$ cat config.mk
export PLATFORM = sky130hd
export DESIGN_NAME = aib_rx_frame_align_flat
export DESIGN_NICKNAME = d
export VERILOG_FILES = /design/src/rtl/aib_rx_align_pkg.sv /design/src/rtl/aib_rx_frame_align_if.sv /design/src/rtl/aib_rx_beat_pack.sv /design/src/rtl/aib_rx_frame_align.sv /design/src/flat_wrapper.sv
export SDC_FILE = /design/constraint.sdc
export NUM_CORES = 2
export LEC_CHECK = 0
export CORE_ASPECT_RATIO = 1.75
export CORE_MARGIN = 2
export CORE_UTILIZATION = 30
export DETAILED_ROUTE_END_ITERATION = 6
export GPL_TIMING_DRIVEN = 0
export PLACE_DENSITY_LB_ADDON = 0.25
export SKIP_CTS_REPAIR_TIMING = 1
export SYNTH_ARGS = -nofsm -noshare
export SYNTH_HDL_FRONTEND = slang
export SYNTH_HIERARCHICAL = 1
export SYNTH_SLANG_ARGS = --single-unit
export TNS_END_PERCENT = 5
$ cat constraint.sdc
create_clock -name clk -period 5.92 [get_ports clk]
set_input_delay 0.592 -clock clk [delete_from_list [all_inputs] [get_ports clk]]
set_output_delay 0.592 -clock clk [all_outputs]
set_load 0.02 [all_outputs]
$ cat src/rtl/aib_rx_align_pkg.sv
// Shared types and constants for the AIB receive frame aligner.
// Marker pairs are encoded as {data1, data0} of the marker lane.
package aib_rx_align_pkg;

    typedef enum logic [1:0] {
        HUNT   = 2'd0,
        VERIFY = 2'd1,
        LOCKED = 2'd2
    } align_state_e;

    localparam logic [1:0] MARKER_HEAD = 2'b01;
    localparam logic [1:0] MARKER_BODY = 2'b10;

    // A programmed count of zero behaves like one.
    function automatic logic [4:0] cnt_target(input logic [3:0] c);
        return (c == 4'd0) ? 5'd1 : {1'b0, c};
    endfunction

endpackage

$ cat src/rtl/aib_rx_frame_align_if.sv
// Data path bundle of the aligner: DDR sample pairs in, assembled frame words out.
// o_valid qualifies o_word for exactly one cycle; there is no backpressure (no ready).
interface aib_rx_frame_align_if #(
    parameter int NumIo      = 96,
    parameter int FrameBeats = 2
);
    logic [NumIo-1:0]              i_rx_data0;
    logic [NumIo-1:0]              i_rx_data1;
    logic [FrameBeats*2*NumIo-1:0] o_word;
    logic                          o_valid;

    modport master (output i_rx_data0, output i_rx_data1, input o_word, input o_valid);
    modport slave  (input i_rx_data0, input i_rx_data1, output o_word, output o_valid);
endinterface

$ cat src/rtl/aib_rx_beat_pack.sv
// Interleaves the rising/falling samples of every IO into one beat and pulls out
// the marker lane pair as {data1, data0}.
module aib_rx_beat_pack #(
    parameter int NumIo    = 96,
    parameter int MarkerIo = NumIo - 1
) (
    input  logic [NumIo-1:0]   data0,
    input  logic [NumIo-1:0]   data1,
    output logic [2*NumIo-1:0] beat,
    output logic [1:0]         marker
);
    always_comb begin
        beat = '0;
        for (int i = 0; i < NumIo; i++) begin
            beat[2*i]   = data0[i];
            beat[2*i+1] = data1[i];
        end
        marker = {data1[MarkerIo], data0[MarkerIo]};
    end
endmodule

$ cat src/rtl/aib_rx_frame_align.sv
// Frame aligner: hunts for the marker lane pattern, verifies it over several frames,
// then assembles FrameBeats beats per frame and tracks marker errors while locked.
module aib_rx_frame_align
    import aib_rx_align_pkg::*;
#(
    parameter int NumIo      = 96,
    parameter int FrameBeats = 2,
    parameter int MarkerIo   = NumIo - 1,
    parameter int ErrCntW    = 16
) (
    input  logic               clk,
    input  logic               rst,
    input  logic               c_enable,
    input  logic [3:0]         c_lock_cnt,
    input  logic [3:0]         c_unlock_cnt,
    input  logic               c_err_clr,
    aib_rx_frame_align_if.slave rx,
    output logic               o_locked,
    output logic [ErrCntW-1:0] o_err_cnt,
    output logic [1:0]         o_state
);
    localparam int BeatW = 2 * NumIo;
    localparam int WordW = FrameBeats * BeatW;
    localparam int PhW   = (FrameBeats > 1) ? $clog2(FrameBeats) : 1;

    logic [NumIo-1:0]   d0_q, d1_q;
    logic [BeatW-1:0]   beat;
    logic [1:0]         marker;
    align_state_e       state_q, state_d;
    logic [PhW-1:0]     phase_q, phase_d, phase_nxt;
    logic [3:0]         good_q, good_d, bad_q, bad_d;
    logic               frame_bad_q, frame_bad_d;
    logic [WordW-1:0]   asm_q, asm_d, word_q, word_d, frame_tmp;
    logic               valid_q, valid_d, locked_q, locked_d;
    logic [ErrCntW-1:0] err_q, err_d, err_inc;
    logic               mismatch, last_beat;

    aib_rx_beat_pack #(.NumIo(NumIo), .MarkerIo(MarkerIo)) u_pack (
        .data0  (d0_q),
        .data1  (d1_q),
        .beat   (beat),
        .marker (marker)
    );

    assign last_beat = (phase_q == PhW'(FrameBeats - 1));
    assign phase_nxt = last_beat ? '0 : phase_q + PhW'(1);
    assign mismatch  = (marker != ((phase_q == '0) ? MARKER_HEAD : MARKER_BODY));
    assign err_inc   = (err_q == '1) ? err_q : err_q + ErrCntW'(1);

    always_comb begin
        state_d     = state_q;
        phase_d     = phase_q;
        good_d      = good_q;
        bad_d       = bad_q;
        frame_bad_d = frame_bad_q;
        asm_d       = asm_q;
        word_d      = word_q;
        valid_d     = 1'b0;
        err_d       = err_q;
        frame_tmp   = asm_q;
        frame_tmp[int'(phase_q)*BeatW +: BeatW] = beat;

        if (!c_enable) begin
            state_d     = HUNT;
            phase_d     = '0;
            good_d      = '0;
            bad_d       = '0;
            frame_bad_d = 1'b0;
        end else begin
            case (state_q)
                HUNT: begin
                    // Phase stays 0 in HUNT, so phase_nxt is the slot after a head beat.
                    if (marker == MARKER_HEAD) begin
                        state_d = VERIFY;
                        good_d  = '0;
                        phase_d = phase_nxt;
                    end
                end
                VERIFY: begin
                    if (mismatch) begin
                        state_d = HUNT;
                        phase_d = '0;
                        good_d  = '0;
                    end else begin
                        phase_d = phase_nxt;
                        if (last_beat) begin
                            if ({1'b0, good_q} + 5'd1 >= cnt_target(c_lock_cnt)) begin
                                state_d     = LOCKED;
                                good_d      = '0;
                                bad_d       = '0;
                                frame_bad_d = 1'b0;
                            end else begin
                                good_d = good_q + 4'd1;
                            end
                        end
                    end
                end
                LOCKED: begin
                    phase_d = phase_nxt;
                    asm_d   = frame_tmp;
                    if (!last_beat) begin
                        frame_bad_d = frame_bad_q | mismatch;
                    end else begin
                        frame_bad_d = 1'b0;
                        if (!(frame_bad_q | mismatch)) begin
                            valid_d = 1'b1;
                            word_d  = frame_tmp;
                            bad_d   = '0;
                        end else begin
                            err_d = err_inc;
                            // The frame that exhausts the unlock budget is dropped, not emitted.
                            if ({1'b0, bad_q} + 5'd1 >= cnt_target(c_unlock_cnt)) begin
                                state_d = HUNT;
                                phase_d = '0;
                                bad_d   = '0;
                            end else begin
                                bad_d   = bad_q + 4'd1;
                                valid_d = 1'b1;
                                word_d  = frame_tmp;
                            end
                        end
                    end
                end
                default: state_d = HUNT;
            endcase
        end

        if (c_err_clr) err_d = '0;
        locked_d = (state_d == LOCKED);
    end

    always_ff @(posedge clk) begin
        if (rst) begin
            d0_q        <= '0;
            d1_q        <= '0;
            state_q     <= HUNT;
            phase_q     <= '0;
            good_q      <= '0;
            bad_q       <= '0;
            frame_bad_q <= 1'b0;
            asm_q       <= '0;
            word_q      <= '0;
            valid_q     <= 1'b0;
            locked_q    <= 1'b0;
            err_q       <= '0;
        end else begin
            d0_q        <= rx.i_rx_data0;
            d1_q        <= rx.i_rx_data1;
            state_q     <= state_d;
            phase_q     <= phase_d;
            good_q      <= good_d;
            bad_q       <= bad_d;
            frame_bad_q <= frame_bad_d;
            asm_q       <= asm_d;
            word_q      <= word_d;
            valid_q     <= valid_d;
            locked_q    <= locked_d;
            err_q       <= err_d;
        end
    end

    assign rx.o_word  = word_q;
    assign rx.o_valid = valid_q;
    assign o_locked   = locked_q;
    assign o_err_cnt  = err_q;
    assign o_state    = state_q;

endmodule

$ cat src/flat_wrapper.sv
// flat-port wrapper written by rule: the top's interface ports become plain ports
module aib_rx_frame_align_flat import aib_rx_align_pkg::*;
#(
    parameter int NumIo      = 96,
    parameter int FrameBeats = 2,
    parameter int MarkerIo   = NumIo - 1,
    parameter int ErrCntW    = 16
)
  (clk, rst, c_enable, c_lock_cnt, c_unlock_cnt, c_err_clr, o_locked, o_err_cnt, o_state, rx_i_rx_data0, rx_i_rx_data1, rx_o_word, rx_o_valid);
  aib_rx_frame_align_if #(.NumIo(NumIo), .FrameBeats(FrameBeats)) rx_i ();
  input  logic clk;
  input  logic rst;
  input  logic c_enable;
  input  logic [3:0] c_lock_cnt;
  input  logic [3:0] c_unlock_cnt;
  input  logic c_err_clr;
  output logic o_locked;
  output logic [ErrCntW-1:0] o_err_cnt;
  output logic [1:0] o_state;
  input wire logic [$bits(rx_i.i_rx_data0)-1:0] rx_i_rx_data0;
  input wire logic [$bits(rx_i.i_rx_data1)-1:0] rx_i_rx_data1;
  output wire logic [$bits(rx_i.o_word)-1:0] rx_o_word;
  output wire logic [$bits(rx_i.o_valid)-1:0] rx_o_valid;
  assign rx_i.i_rx_data0 = rx_i_rx_data0;
  assign rx_i.i_rx_data1 = rx_i_rx_data1;
  assign rx_o_word = rx_i.o_word;
  assign rx_o_valid = rx_i.o_valid;
  aib_rx_frame_align #(.NumIo(NumIo), .FrameBeats(FrameBeats), .MarkerIo(MarkerIo), .ErrCntW(ErrCntW)) u_core (.clk(clk), .rst(rst), .c_enable(c_enable), .c_lock_cnt(c_lock_cnt), .c_unlock_cnt(c_unlock_cnt), .c_err_clr(c_err_clr), .rx(rx_i), .o_locked(o_locked), .o_err_cnt(o_err_cnt), .o_state(o_state));
endmodule
# Word level (Yosys, flattened, before mapping)
# Cells that the tools add are included.
word_totals:
  reg_bits: 990
  output_inout_bits: 404
  inputBits: 204
op_classes:
  shift: 2
  n_mux: 41
  magnitude_cmp: 2
  n_reduce_logical: 16
  mul: 1
  eq_ne: 13
  add_sub_neg: 7
  bitwise: 5
op_table:
  columns: ["operator", "count"]
  rows:
  - ["$mux W384", 2]
  - ["$bwmux W384", 1]
  - ["$shift A192 B33 Y384 const A", 1]
  - ["$shiftx A192 B33 Y384", 1]
  - ["$mux W4", 12]
  - ["$neg A32 Y33", 1]
  - ["$mux W2", 9]
  - ["$add A16 B1 Y16 const B", 1]
  - ["$eq A16 B16 Y1 const B", 1]
  - ["$pmux W4 S2", 2]
  - ["$mux W1", 12]
  - ["$add A4 B1 Y5 const B", 2]
  - ["$ge A5 B5 Y1", 2]
  - ["$reduce_and A5 Y1", 2]
  - ["$add A4 B1 Y4 const B", 2]
  - ["$logic_not A4 Y1", 2]
  - ["$ne A2 B1 Y1 const B", 4]
  - ["$reduce_and A4 Y1", 2]
  - ["$pmux W2 S3", 1]
  - ["$eq A2 B1 Y1 const B", 2]
  - ["$eq A2 B2 Y1 const B", 2]
  - ["$ne A2 B2 Y1 const B", 2]
  - ["$not A1 Y1", 4]
  - ["$reduce_and A2 Y1", 2]
  - ["13 further kinds", 15]

# Longest topological paths before layout
depth:
  word_depth: 9
  mapped_depth: 12
  ltp_nobuf: 9

# Modules after synthesis
# The synthesis kept the hierarchy.
by_module_without_submodules:
  columns: ["mod", "instances", "area_each_um2", "cells_per_inst"]
  rows:
  - ["aib_rx_frame_align", 1, 26596.8, 3138]
  - ["aib_rx_beat_pack", 1, 1456.4, 194]

# Worst setup path after synthesis
# No wires, ideal clock.
synth_timing:
  path_kind: "input to register"
  start: "input port c_unlock_cnt[2]"
  end: "register u_core.word_q[100] (netlist: u_core/rx.o_word[100])"
  path_stages: 11
  slack_ps: 3152
  t_arrival_ps: 2698
  t_required_ps: 5850
  cell_sequence: "inv_1 -> a31o_2 -> ha_1 -> nor2b_1 -> o21ai_0 -> a311o_1 -> clkbuf_1 -> clkbuf_1 -> clkbuf_1 -> nand2_1 -> a21oi_1"
synth_between:
  elab_chain_len: 5
synth_lines:
  columns: ["item", "line", "text"]
  rows:
  - ["start: declaration", "flat_wrapper.sv:15", "input logic [3:0] c_unlock_cnt;"]
  - ["$logic_not A4 Y1", "aib_rx_align_pkg.sv:16", "return (c == 4'd0) ? 5'd1 : {1'b0, c};"]
  - ["$mux W4 (*)", "aib_rx_align_pkg.sv:16", null]
  - ["$ge A5 B5 Y1 (*)", "aib_rx_frame_align.sv:112", "if ({1'b0, bad_q} + 5'd1 >= cnt_target(c_unlock_cnt)) begin"]
  - ["$ne A2 B2 Y1 (no source line) (*)", null, null]
  - ["$reduce_and A4 Y1 (no source line) (*)", null, null]
  - ["end signal: assignment", "aib_rx_frame_align.sv:155", "word_q <= word_d;"]
  - ["end: declaration", "aib_rx_frame_align.sv:33", "logic [WordW-1:0] asm_q, asm_d, word_q, word_d, frame_tmp;"]
# Mark *: on every way between the ends. The rest lies on a longest branch, timed or not.
# A chain may end at the register's enable or synchronous reset.

# Final worst setup path
layout_timing:
  start: "register u_core.bad_q[0]"
  end: "register u_core.word_q[317] (netlist: u_core/rx.o_word[317])"
layout_between:
  elab_chain_len: 4
layout_lines:
  columns: ["item", "line", "text"]
  rows:
  - ["start: declaration", "aib_rx_frame_align.sv:31", "logic [3:0] good_q, good_d, bad_q, bad_d;"]
  - ["start signal: assignment", "aib_rx_frame_align.sv:139", "bad_q <= '0;"]
  - ["start signal: assignment", "aib_rx_frame_align.sv:152", "bad_q <= bad_d;"]
  - ["$add A4 B1 Y5", "aib_rx_frame_align.sv:112", null]
  - ["$ge A5 B5 Y1", "aib_rx_frame_align.sv:112", null]
  - ["$ne A2 B2 Y1 (no source line)", null, null]
  - ["$reduce_and A4 Y1 (no source line)", null, null]
# No other way between the ends.

==> impl_metrics.toml <==
[global_route]
use_met3_pct = 6.92
track_usage_pct = 19.8
grt_overflow_total = 0
use_met2_pct = 35.0
antenna_found_initial = 13
grt_pass1_wl_um = 143000
grt_pass1_vias = 23200
grt_max_degree = 16
top_usage_layer = "met2"
grtUsageMet1_pct = 21.9

[logic_synthesis]
ys_types = 49
async_flop_share_pct = 0
synth_edf_count = 0
synth_top_cells_by_count = "nand2_1, dfxtp_1, a21oi_1, nor2b_1, buf_4"
syn-num-nets = 3552
ys.warnings.count = 6
synth_top_area_cell = "dfxtp_1"
ys_ff_latch = 798
synth_seq_area_share_pct = 56.9
synthXorXnorAreaFrac_pct = 0.531
synthSimpleGateAreaFrac_pct = 21.5
synth_flop_cell = "dfxtp_1"
synth_compound_area_share_pct = 11.6
synth.mux.area_fraction_pct = 0.0714
synth_most_common_cell = "nand2_1"
synth_area_leaders = "dfxtp_1, nand2_1, a21oi_1, buf_4, nor2b_1"
synth_top_area_share_pct = 56.9
synthAdderAreaFrac_pct = 0.714
synth_top_family_by_area = "simple AND/OR/NAND/NOR gates"
syn_inst = 3332
avgSynthCellArea_um2 = 8.42
synthesis.area_um2 = 28100

[die]
initial_core_util_pct = 30.2
num_rows = 148
fp.dieArea_um2 = 96100
dieHeight_um = 409
core_um2 = 92800
fp.dieW_um = 235
io_pins = 608

[drt]
wl_per_cell_um = 18.5
drt_iter0_markers = 927
vias = 23500
routed_via_density = 4.45
ant_nets = 0
firstDrtPassIters = 5
drcViolationCount = 0
route.final.wire_length_um = 97800

[sta]
rsz0062_at_grt = "no"
tns_ns = 0
max_freq_ghz = 0.234
slew_headroom_pct = 14.7
whs_ns = 0.445
period_minus_slack_ns = 4.28
tightestPinTransition_ns = 1.28
setup_viol_count_final = 0
hold_violations = 0
finalCritPeriodShare_pct = 72.2
drv_slew = 0
fin_worst_skew_ns = 0.0231

[critical_path]
required_ns = 6.49
arrival_ns = 4.85
startpoint_type = "flop"
path_class = "flop to flop"
path_max_fanout = 10
cp-end-kind = "flop"

[finish]
num-fill-cells = 9448
area_growth_pct = 36.9
layout-drive-gt1-share_pct = 9.23
fin_area_um2 = 38400
stdcell_count = 5288
nets = 4240

[placement]
dp.cells = 5139
gp_congestion = 0.834
io_buffers = 607
dpl-instance-area_um2 = 35600
dpl.hpwl_um = 74800

[clocking]
cts.path.max_buffers = 3
clkTransAtPathRegs_ns = 0.07
clockRootBuffer = "clkbuf_16"
h-tree-depth = 3
cts_sinks = 798
cts_tree = "done"
clock_latency_ns = 0.66
cts_made_buffers = 79

[power_and_ir_drop]
power.leakage_uw = 0.0134
power.density_nw_per_um2 = 293
worst_ir_drop_vdd_uv = 269

[outcome]
status = "finished, final reports clean"

[min_path]
min_path_type = "flop to flop"

[flow_run]
cap_violations = 0
-- cell type report --
class	count	area (um^2)	area share [%]
sequential	798	16000	41.6
multi-input combinational	2100	9670	25.2
timing repair buffer	607	6080	15.8
buffer	420	2360	6.15
clock buffer	109	2290	5.97
tap	1200	1500	3.91
clock inverter	35	457	1.19
inverter	14	52.6	0.137
antenna	5	12.5	0.0326
-- layer usage --
layer  vias up  share of wire [%]
li1      11800                  -
met3       121                9.0
met2       702                 49
met1     10900                 39
met5         -               0.12
met4        16                2.3
-- critical path: stages (launching register included) --
cell      delay, ns
dfxtp_1        0.35
ha_1           0.27
xor2_1         0.17
ha_1           0.30
nand2_1        0.04
o21ai_0        0.64
a311o_1        0.28
clkbuf_1       0.29
clkbuf_1       0.95
clkbuf_1       0.58
nand2_1        0.11
a21oi_1        0.17
-- state kept, by name, indices dropped and copies added (netlist names) --
name,cells
u_core/d1_q,96
u_core/d0_q,96
u_core/rx.o_word,384
u_core/o_err_cnt,16
u_core/last_beat,1
u_core/frame_bad_q,1
u_core/asm_q,192
u_core/rx.o_valid,1
u_core/o_state,2
u_core/good_q,4
u_core/bad_q,4
u_core/o_locked,1
-- logic make-up after synthesis --
kind of cell | Yosys count
adders and majority gates | 16
AOI/OAI and AO/OA | 629
muxes | 2
and+or+nand+nor | 1436
DFF | 798
buffers and inverters | 434
xor gates and xnor gates | 17
-- power breakdown --
group	switching [uW]	leakage [uW]	internal, uW
Sequential	19.9	0.00648	5440
Combinational	221	0.00555	254
Clock	2220	0.00135	3090
Total	2460	0.0134	8780
-- stage by stage --
stage          setup slack [ns]  power, uW  util (%)
3_5_place_dp              0.948       6060      38.4
5_1_grt                    1.31      11600      41.4
4_1_cts                    1.45      11400      41.4
3_3_place_gp              0.974       6060      38.4
2_1_floorplan              3.15       5810         -
6_report                   1.64      11200      41.4
-- layout by cell type, fill, tap and decap left out, drive strengths merged, types with 13 or more instances in the layout --
| cell type | netlist | routed |
|---|---|---|
| dfxtp | 798 | 798 |
| nor2b | 200 | 200 |
| nor2 | 24 | 24 |
| ha | 16 | 16 |
| inv | 14 | 20 |
| xnor2 | 13 | 13 |
| clkdlybuf4s50 | 0 | 607 |
| a21oi | 591 | 591 |
| nand2 | 1163 | 1163 |
| clkbuf | 175 | 284 |
| clkinv | 0 | 17 |
| buf | 245 | 245 |
-- path summary, 6_finish.rpt --
kind	start	to	slack [ns]	depth (start not counted)
max reg2reg	u_core/bad_q[0]$_SDFFE_PP0P_	u_core/rx.o_word[317]$_SDFFE_PP0P_	1.64	11
max	u_core/bad_q[0]$_SDFFE_PP0P_	u_core/rx.o_word[317]$_SDFFE_PP0P_	1.64	11
min	u_core/asm_q[42]$_SDFFE_PP0P_	u_core/rx.o_word[42]$_SDFFE_PP0P_	0.44	2
min reg2reg	u_core/asm_q[42]$_SDFFE_PP0P_	u_core/rx.o_word[42]$_SDFFE_PP0P_	0.44	2
No activity file was read; power rests on OpenSTA's default activity.
